`config.mk`:
```
export PLATFORM = sky130hd
export DESIGN_NAME = vx_tl_dmem_adapter
export DESIGN_NICKNAME = d
export VERILOG_FILES = /design/src/rtl/vx_tl_dmem_adapter.sv
export SDC_FILE = /design/constraint.sdc
export NUM_CORES = 1
export LEC_CHECK = 0
export CAP_MARGIN = 40
export CORE_AREA = 2 2 374 376
export CTS_CLUSTER_DIAMETER = 100
export DETAILED_ROUTE_END_ITERATION = 7
export DIE_AREA = 0 0 376 378
export SETUP_SLACK_MARGIN = 0.15
export SLEW_MARGIN = 20
export SYNTH_ARGS = -nofsm -noshare
export SYNTH_HDL_FRONTEND = slang
export SYNTH_SLANG_ARGS = --single-unit
```
`constraint.sdc`:
```
create_clock -name clock -period 10 [get_ports clock]
set_clock_uncertainty 0.1 [all_clocks]
set_input_delay 1 -clock clock [delete_from_list [all_inputs] [get_ports clock]]
set_output_delay 1 -clock clock [all_outputs]
set_load 0.02 [all_outputs]
```
`src/rtl/vx_tl_dmem_adapter.sv`:
```
// vx_tl_dmem_adapter: registered bridge between the Vortex dcache core
// interface and NUM_LANES independent TileLink-UL lane ports.
//
// Ports:
//   clock, reset          : clock, asynchronous active-high reset
//   dcache_req_*          : N-lane dcache request (shared tag), per-lane ready
//   dcache_rsp_*          : coalesced single-tag response with lane tmask
//   tl_a_*                : per-lane TL-UL A channel (Get/PutFull/PutPartial)
//   tl_d_*                : per-lane TL-UL D channel (AccessAck/AccessAckData)
//   idle                  : no outstanding requests and no buffered responses
//
// Optional feature macro VX_TL_ADAPTER_PERF_EN adds perf_reqs, perf_rsps and
// perf_stalls 32-bit wrapping counters.

module vx_tl_dmem_adapter #(
   parameter int unsigned NUM_LANES       = 4,
   parameter int unsigned WORD_ADDR_WIDTH = 30,
   parameter int unsigned DATA_WIDTH      = 32,
   parameter int unsigned TAG_WIDTH       = 10,
   parameter int unsigned SOURCE_WIDTH    = 10,
   parameter int unsigned MAX_OUTSTANDING = 4
) (
   input  logic                                    clock,
   input  logic                                    reset,
   input  logic [NUM_LANES-1:0]                    dcache_req_valid,
   input  logic [NUM_LANES-1:0]                    dcache_req_rw,
   input  logic [NUM_LANES*DATA_WIDTH/8-1:0]       dcache_req_byteen,
   input  logic [NUM_LANES*WORD_ADDR_WIDTH-1:0]    dcache_req_addr,
   input  logic [NUM_LANES*DATA_WIDTH-1:0]         dcache_req_data,
   input  logic [TAG_WIDTH-1:0]                    dcache_req_tag,
   output logic [NUM_LANES-1:0]                    dcache_req_ready,
   output logic                                    dcache_rsp_valid,
   output logic [NUM_LANES-1:0]                    dcache_rsp_tmask,
   output logic [NUM_LANES*DATA_WIDTH-1:0]         dcache_rsp_data,
   output logic [TAG_WIDTH-1:0]                    dcache_rsp_tag,
   input  logic                                    dcache_rsp_ready,
   output logic [NUM_LANES-1:0]                    tl_a_valid,
   input  logic [NUM_LANES-1:0]                    tl_a_ready,
   output logic [NUM_LANES*3-1:0]                  tl_a_opcode,
   output logic [NUM_LANES*4-1:0]                  tl_a_size,
   output logic [NUM_LANES*SOURCE_WIDTH-1:0]       tl_a_source,
   output logic [NUM_LANES*(WORD_ADDR_WIDTH+2)-1:0] tl_a_address,
   output logic [NUM_LANES*DATA_WIDTH/8-1:0]       tl_a_mask,
   output logic [NUM_LANES*DATA_WIDTH-1:0]         tl_a_data,
   input  logic [NUM_LANES-1:0]                    tl_d_valid,
   output logic [NUM_LANES-1:0]                    tl_d_ready,
   input  logic [NUM_LANES*3-1:0]                  tl_d_opcode,
   input  logic [NUM_LANES*SOURCE_WIDTH-1:0]       tl_d_source,
   input  logic [NUM_LANES*DATA_WIDTH-1:0]         tl_d_data,
`ifdef VX_TL_ADAPTER_PERF_EN
   output logic [31:0]                             perf_reqs,
   output logic [31:0]                             perf_rsps,
   output logic [31:0]                             perf_stalls,
`endif
   output logic                                    idle
);

   localparam int unsigned MASK_WIDTH = DATA_WIDTH / 8;
   localparam int unsigned ADDR_WIDTH = WORD_ADDR_WIDTH + 2;
   localparam int unsigned CNT_WIDTH  = $clog2(MAX_OUTSTANDING + 1);

   localparam logic [2:0] OP_GET         = 3'd4;
   localparam logic [2:0] OP_PUT_FULL    = 3'd0;
   localparam logic [2:0] OP_PUT_PARTIAL = 3'd1;
   localparam logic [2:0] OP_ACK_DATA    = 3'd1;

   logic [CNT_WIDTH-1:0]  r_cnt  [NUM_LANES];
   logic [NUM_LANES-1:0]  r_occ;
   logic [TAG_WIDTH-1:0]  r_tag  [NUM_LANES];
   logic [DATA_WIDTH-1:0] r_data [NUM_LANES];

   logic [NUM_LANES-1:0]  w_not_max;
   logic [NUM_LANES-1:0]  w_a_fire;
   logic [NUM_LANES-1:0]  w_d_fire;
   logic [NUM_LANES-1:0]  w_load;
   logic [NUM_LANES-1:0]  w_pop;
   logic [NUM_LANES-1:0]  w_tmask;
   logic [TAG_WIDTH-1:0]  w_sel_tag;
   logic                  w_rsp_fire;
   logic                  w_unused_src;

   // Upper source bits beyond the tag are not part of the response tag.
   assign w_unused_src = ^tl_d_source;

   // Request path: issue gated by per-lane outstanding limit.
   always_comb begin
      w_not_max        = '0;
      w_a_fire         = '0;
      tl_a_valid       = '0;
      dcache_req_ready = '0;
      tl_a_opcode      = '0;
      tl_a_size        = '0;
      tl_a_source      = '0;
      tl_a_address     = '0;
      tl_a_mask        = '0;
      tl_a_data        = dcache_req_data;
      for (int i = 0; i < NUM_LANES; i++) begin
         w_not_max[i]        = (r_cnt[i] != CNT_WIDTH'(MAX_OUTSTANDING));
         tl_a_valid[i]       = dcache_req_valid[i] && w_not_max[i];
         dcache_req_ready[i] = tl_a_ready[i] && w_not_max[i];
         w_a_fire[i]         = tl_a_valid[i] && tl_a_ready[i];
         tl_a_size[i*4 +: 4] = 4'd2;
         tl_a_source[i*SOURCE_WIDTH +: SOURCE_WIDTH] = SOURCE_WIDTH'(dcache_req_tag);
         tl_a_address[i*ADDR_WIDTH +: ADDR_WIDTH] =
            {dcache_req_addr[i*WORD_ADDR_WIDTH +: WORD_ADDR_WIDTH], 2'b00};
         if (!dcache_req_rw[i]) begin
            tl_a_opcode[i*3 +: 3]              = OP_GET;
            tl_a_mask[i*MASK_WIDTH +: MASK_WIDTH] = '1;
         end else begin
            tl_a_mask[i*MASK_WIDTH +: MASK_WIDTH] = dcache_req_byteen[i*MASK_WIDTH +: MASK_WIDTH];
            if (&dcache_req_byteen[i*MASK_WIDTH +: MASK_WIDTH])
               tl_a_opcode[i*3 +: 3] = OP_PUT_FULL;
            else
               tl_a_opcode[i*3 +: 3] = OP_PUT_PARTIAL;
         end
      end
   end

   // Coalescing: respond with the tag of the lowest occupied lane.
   always_comb begin
      w_sel_tag = '0;
      for (int i = NUM_LANES - 1; i >= 0; i--) begin
         if (r_occ[i]) w_sel_tag = r_tag[i];
      end
      w_tmask         = '0;
      dcache_rsp_data = '0;
      for (int i = 0; i < NUM_LANES; i++) begin
         w_tmask[i] = r_occ[i] && (r_tag[i] == w_sel_tag);
         if (w_tmask[i]) dcache_rsp_data[i*DATA_WIDTH +: DATA_WIDTH] = r_data[i];
      end
      dcache_rsp_valid = |r_occ;
      dcache_rsp_tmask = w_tmask;
      dcache_rsp_tag   = w_sel_tag;
      w_rsp_fire       = dcache_rsp_valid && dcache_rsp_ready;
      w_pop            = w_rsp_fire ? w_tmask : '0;
      // A popping entry frees its slot for a same-cycle reload.
      tl_d_ready       = ~r_occ | w_pop;
      w_d_fire         = tl_d_valid & tl_d_ready;
      w_load           = '0;
      for (int i = 0; i < NUM_LANES; i++) begin
         w_load[i] = w_d_fire[i] && (tl_d_opcode[i*3 +: 3] == OP_ACK_DATA);
      end
   end

   // Idle derives from registered state only.
   always_comb begin
      idle = ~|r_occ;
      for (int i = 0; i < NUM_LANES; i++) begin
         if (r_cnt[i] != '0) idle = 1'b0;
      end
   end

   // Outstanding counters and response buffer.
   always_ff @(posedge clock or posedge reset) begin
      if (reset) begin
         r_occ <= '0;
         for (int i = 0; i < NUM_LANES; i++) begin
            r_cnt[i]  <= '0;
            r_tag[i]  <= '0;
            r_data[i] <= '0;
         end
      end else begin
         r_occ <= w_load | (r_occ & ~w_pop);
         for (int i = 0; i < NUM_LANES; i++) begin
            if (w_a_fire[i] && !w_d_fire[i])
               r_cnt[i] <= r_cnt[i] + CNT_WIDTH'(1);
            else if (!w_a_fire[i] && w_d_fire[i])
               r_cnt[i] <= r_cnt[i] - CNT_WIDTH'(1);
            if (w_load[i]) begin
               r_tag[i]  <= tl_d_source[i*SOURCE_WIDTH +: TAG_WIDTH];
               r_data[i] <= tl_d_data[i*DATA_WIDTH +: DATA_WIDTH];
            end
         end
      end
   end

`ifdef VX_TL_ADAPTER_PERF_EN
   logic [31:0] r_perf_reqs;
   logic [31:0] r_perf_rsps;
   logic [31:0] r_perf_stalls;
   logic [31:0] w_req_cnt;

   always_comb begin
      w_req_cnt = '0;
      for (int i = 0; i < NUM_LANES; i++) begin
         w_req_cnt = w_req_cnt + 32'(w_a_fire[i]);
      end
   end

   // Performance counters, wrapping at 2^32.
   always_ff @(posedge clock or posedge reset) begin
      if (reset) begin
         r_perf_reqs   <= '0;
         r_perf_rsps   <= '0;
         r_perf_stalls <= '0;
      end else begin
         r_perf_reqs <= r_perf_reqs + w_req_cnt;
         if (w_rsp_fire) r_perf_rsps <= r_perf_rsps + 32'd1;
         if (|(dcache_req_valid & ~dcache_req_ready)) r_perf_stalls <= r_perf_stalls + 32'd1;
      end
   end

   assign perf_reqs   = r_perf_reqs;
   assign perf_rsps   = r_perf_rsps;
   assign perf_stalls = r_perf_stalls;
`endif

endmodule

```
* Yosys cells after proc, flatten, opt, wreduce, memory -nomap -nowiden
Index checks and enable logic that the tools add are counted.
** Word-level totals
- Register bits :: 184
- Bits of input ports :: 473
** Operators by class
- Add/subtract/negate cells :: 8
- Bitwise gates (word level) :: 6
- Reductions and logical operators :: 51
- Equal/unequal tests :: 12
- Muxes and demuxes :: 33
** Operators by type and width (number)
- 32-bit two-way mux :: 4
- 10-bit == test :: 4
- 10-bit two-way mux :: 4
- 3-bit two-way mux :: 12
- 1-bit logical AND :: 29
- 4-bit two-way mux :: 5
- 4-bit AND reduction :: 4
- 3-bit by 1-bit adder with 3-bit output, second input constant :: 4
- 3-bit by 1-bit == test with 1-bit output, second input constant :: 4
- 3-bit inequality test, second input constant :: 4
- 3-bit nonzero test :: 4
- 3-bit by 1-bit subtractor with 3-bit output, second input constant :: 4
- 1-bit logical NOT :: 9
- 4-bit AND :: 2
- 1-bit two-way mux :: 8
- 4-bit NOT :: 2
- 4-bit OR :: 2
- 2-bit nonzero test :: 4
- 4-bit OR reduction :: 1

* Depth between registers and ports, before layout
- Depth in word-level cells :: 12
- Depth in mapped cells :: 16

* Worst setup path after synthesis
No wires, ideal clock.
- Kind :: reg-to-output
- Start point :: register r_occ[2]
- End point :: output dcache_rsp_data[86]
- Arrival :: 2.925 ns
- Stages on the path, launching flop included :: 11
- Buffers on the path :: 3
- Path slack :: 5.975 ns
- Path through :: dfrtp_1 buf_2 buf_2 nand3b_1 a211oi_1 xnor2_1 nand4_1 nor2_1 o221a_2 clkbuf_1 and2_1
** On the way
- Cells in the longest elaborated chain, start to end :: 6
** RTL lines
- start: declaration :: RTL line 68 : logic [NUM_LANES-1:0] r_occ;
- start signal: assignment :: RTL line 163 : r_occ <= w_load | (r_occ & ~w_pop);
- 10-bit two-way mux (3 in series) :: RTL line 123 : if (r_occ[i]) w_sel_tag = r_tag[i];
- via dcache_rsp_tag[8] :: RTL line 35 : output logic [TAG_WIDTH-1:0] dcache_rsp_tag,
- 10-bit == test :: RTL line 128 : w_tmask[i] = r_occ[i] && (r_tag[i] == w_sel_tag);
- 1-bit logical AND :: RTL line 128
- via dcache_rsp_tmask[2] :: RTL line 33 : output logic [NUM_LANES-1:0] dcache_rsp_tmask,
- 32-bit two-way mux :: RTL line 129 : if (w_tmask[i]) dcache_rsp_data[i*DATA_WIDTH +: DATA_WIDTH] = r_data[i];
- end: declaration :: RTL line 34 : output logic [NUM_LANES*DATA_WIDTH-1:0] dcache_rsp_data,
The timed path passes the listed nets, and every way through them passes these cells.

* Final worst setup path
- Start point :: register r_occ[0]
- End point :: output dcache_rsp_data[66]
** On the way
- Cells in the longest elaborated chain, start to end :: 4
** RTL lines (RTL line)
- 10-bit two-way mux :: 123
- 10-bit == test :: 128
- 1-bit logical AND :: 128
- 32-bit two-way mux :: 129
Every way passes these cells.

==> metrics.md <==
| Metric | Value |
|---|---|
| Outcome | finished clean |
| Arrival @ worst endpoint | approximately 4.3 ns |
| Initial antenna violation count | 36 |
| Largest area contributor in the netlist | dfrtp_1 |
| Commonest non-fill, non-tap cells in the layout | clkdlybuf4s50_1, dfrtp_1, mux2_2, and2_1, mux2_4 |
| Grt met3 use | under 10% |
| Remaining DRCs | 0 |
| Total gr overflow | 0 |
| Seq cells post-synth | roughly 180 |
| Period utilisation layout | between 50% and 60% |
| Top post-synthesis cells by area | dfrtp_1, buf_4, mux2_2 |
| H-tree depth | 4 |
| Max Buffers Root-to-Sink | 2 |
| Full die area | between 100,000 and 150,000 um^2 |
| F_max | approximately 180 MHz |
| Critical-path cell list | buf_12 > nor2_1 > nor4_1 > nor4_1 > nand4_1 > nor2_1 > o221a_2 > and2_1 > clkdlybuf4s50_1 |
| Layout cells sized above 1 | 18.97% |
| Initial core utilization | 8.560% |
| CP required | between 8 and 9 ns |
| Nets@finish | about 1,700 |
| DRT Pass-1 Iters | 5 |
| Pins Over Slew Limit | 0 |
| Final setup TNS | 0 ns |
| Netlist cell types | 63 |
| Reg clk slew, reported paths | 0.07 ns |
| Worst Path Buf+Inv | 2 |
| Worst path slowest cell | o221a_2 |
| Global-route wire length before repair | between 90,000 and 100,000 um |
| Top-area cell type share of the netlist area | ~39% |
| Pwr Total | ~3.3 mW |
| Unrepaired setup endpoints after global routing | no |
| Clock Latency Late Sink | just under 0.5 ns |
| Clock Sinks | 184 |
| GRT Max-Usage Layer | met2 |
| Leakage | between 6 and 7 nW |
| Met2 Track Usage GR | roughly 15% |
| Register area share after synthesis | 38.83% |
| Final-report hold violation count | 0 |
| MaxCap Viol Count | 0 |
| EDFF count, synth | 0 |
| Hold_buf cts | 0 |
| # IOs | 969 |
| Die Wd | about 380 um |
| Syn Area/Cell | about 11 um^2 |
| Grt met1 use | 10.23% |
| WS Path Type | reg2out |
| Clock root cell | clkbuf_16 |
| Relative slew slack | 37.17% |
| Post_cts resized | 0 |
| Hold_ws | approximately 0.40 ns |
| Max stage delay on crit path | between 0.6 and 0.7 ns |
| Final wirelength | roughly 73,000 um |
| Post-route ant nets | 0 |
| DIE HEIGHT | approximately 380 um |
| Element type at the critical path start | register |
| VDD IR max | around 150 uV |
| CTS tree | done |
| GRT Overall Usage | 10.01% |
| Row count | between 100 and 150 |
| Final setup viols | 0 |
| Synth warn | 0 |
| DR WL/cell | about 24 um |
| Commonest non-fill, non-tap cell in the layout | clkdlybuf4s50_1 |
| Vias/cell | approximately 2.8 |
| Area Growth Syn to Fin | 38.29% |
| Core Region | between 100,000 and 150,000 um^2 |
| Port Buffers | approximately 390 |
| CP endpoint kind | output port |
| Ys async rst share | between 90% and 100% |
| Ys flop type | dfrtp_1 |
| Initial DRC count | ~420 |
| Largest net degree at the start of global routing | 73 |
| CP Max Fanout | 40 |
| Mapped Cells | 1,102 |
| Placer's final routability congestion estimate | 0.8161 |
| Post-Synthesis Cell Area | around 12,000 um^2 |
| Setup Buffers After CTS | 0 |
| Worst-Margin Slew | roughly 0.94 ns |
| TritonCTS Buffers | 17 |
| Power Dens Cells | 199.5 nW/um^2 |
| DP Wirelength | 64,630 um |
| Total number of vias | roughly 8,400 |
| Fin crit period | 5.421 ns |
| Cell family with most CP delay | simple AND/OR/NAND/NOR gates |
| Hold Path Class | reg2reg |
| Vias in the first global route | around 8,500 |
[through the flow]
step / setup slack (ns) / area (um^2) / util [%] / cells
floorplan: 3.900 / 11950 / - / 1128
global placement: 4.603 / 15640 / 11.29 / 2975
detailed placement: 5.044 / 15750 / 11.37 / 2980
CTS: 4.464 / 16330 / 11.79 / 3011
global route: 4.213 / 16370 / 11.82 / 3015
finish: 4.579 / 16400 / 11.84 / 3026
[area by class of cell]
type,count,area (um^2)
antenna,12,30.03
clock buffer,18,429.2
clock inverter,13,160.2
fill,15720,122100
inverter,24,97.59
multi-input combinational,561,4690
sequential,184,4606
tap,1807,2261
timing repair buffer,407,4123
[synth_stat cells, drive strengths merged, types with 6 or more instances]
| master | instances |
|---|---|
| nand2b | 25 |
| nand3b | 9 |
| mux2 | 172 |
| nand4 | 6 |
| dfrtp | 184 |
| a211oi | 10 |
| nor3b | 6 |
| inv | 24 |
| xnor2 | 10 |
| o21ai | 11 |
| nor2b | 10 |
| nor2 | 15 |
| a21boi | 10 |
| xor2 | 15 |
| nand2 | 23 |
| buf | 336 |
| a21oi | 13 |
| and2 | 132 |
| clkbuf | 23 |
[worst register-to-register path, stage by stage (launching register included)]
cell and delay, ns:
dfrtp_2 0.60, buf_12 0.27, nor2_1 0.51, a311oi_1 0.31, xor2_1 0.21, nor3_1 0.20
nand4_1 0.25, o21ai_0 0.64, nand2_1 0.40, ha_1 0.34, inv_1 0.07, fa_1 0.40
mux2_2 0.27
[cells by family (layout without fill, tap and decap cells)]
logic type                 count (synthesis)  count (layout)  synth area share (%)
buffers and inverters                    383             462                 22.57
DFF                                      184             184                 38.83
muxes                                    173             173                 17.69
xor gates and xnor gates                  25              25                 1.847
adders and majority gates                  8               8                 1.098
and+or+nand+nor                          247             247                 12.76
other                                      2              40               0.06334
AOI/OAI and AO/OA                         80              80                 5.139
[path summary, 6_finish.rpt]
check / slack [ns] / startpoint / endpoint / depth (start not counted)
max: 4.58 / r_occ[0]$_DFF_PP0_ / dcache_rsp_data[66] / 9
min: 0.40 / r_data[119]$_DFFE_PP0P_ / r_data[119]$_DFFE_PP0P_ / 1
max reg2reg: 5.31 / r_occ[0]$_DFF_PP0_ / r_cnt[1]$_DFFE_PP0P_ / 12
min reg2reg: 0.40 / r_data[119]$_DFFE_PP0P_ / r_data[119]$_DFFE_PP0P_ / 1
max in group asynchronous: 7.97 / reset / r_data[13]$_DFFE_PP0P_ / 4
min in group asynchronous: 0.82 / reset / r_tag[11]$_DFFE_PP0P_ / 2
[state kept, by name, indices dropped and copies added (netlist names)]
| name | flops |
|---|---|
| r_occ | 4 |
| r_cnt | 12 |
| r_data | 128 |
| r_tag | 40 |
[report_power, final]
part	switching [mW]	leakage, nW	internal [mW]
sequential	0.417	2.24	1.03
clock	0.344	0.280	0.374
combinational	0.495	3.69	0.611
total	1.26	6.21	2.01
[layer usage]
layer	vias to the layer above	wire length, um
met5	-	129
met1	3999	25490
met3	140	13330
met4	16	2424
met2	744	31770
li1	3527	-
(Power assumes the default switching activity.)
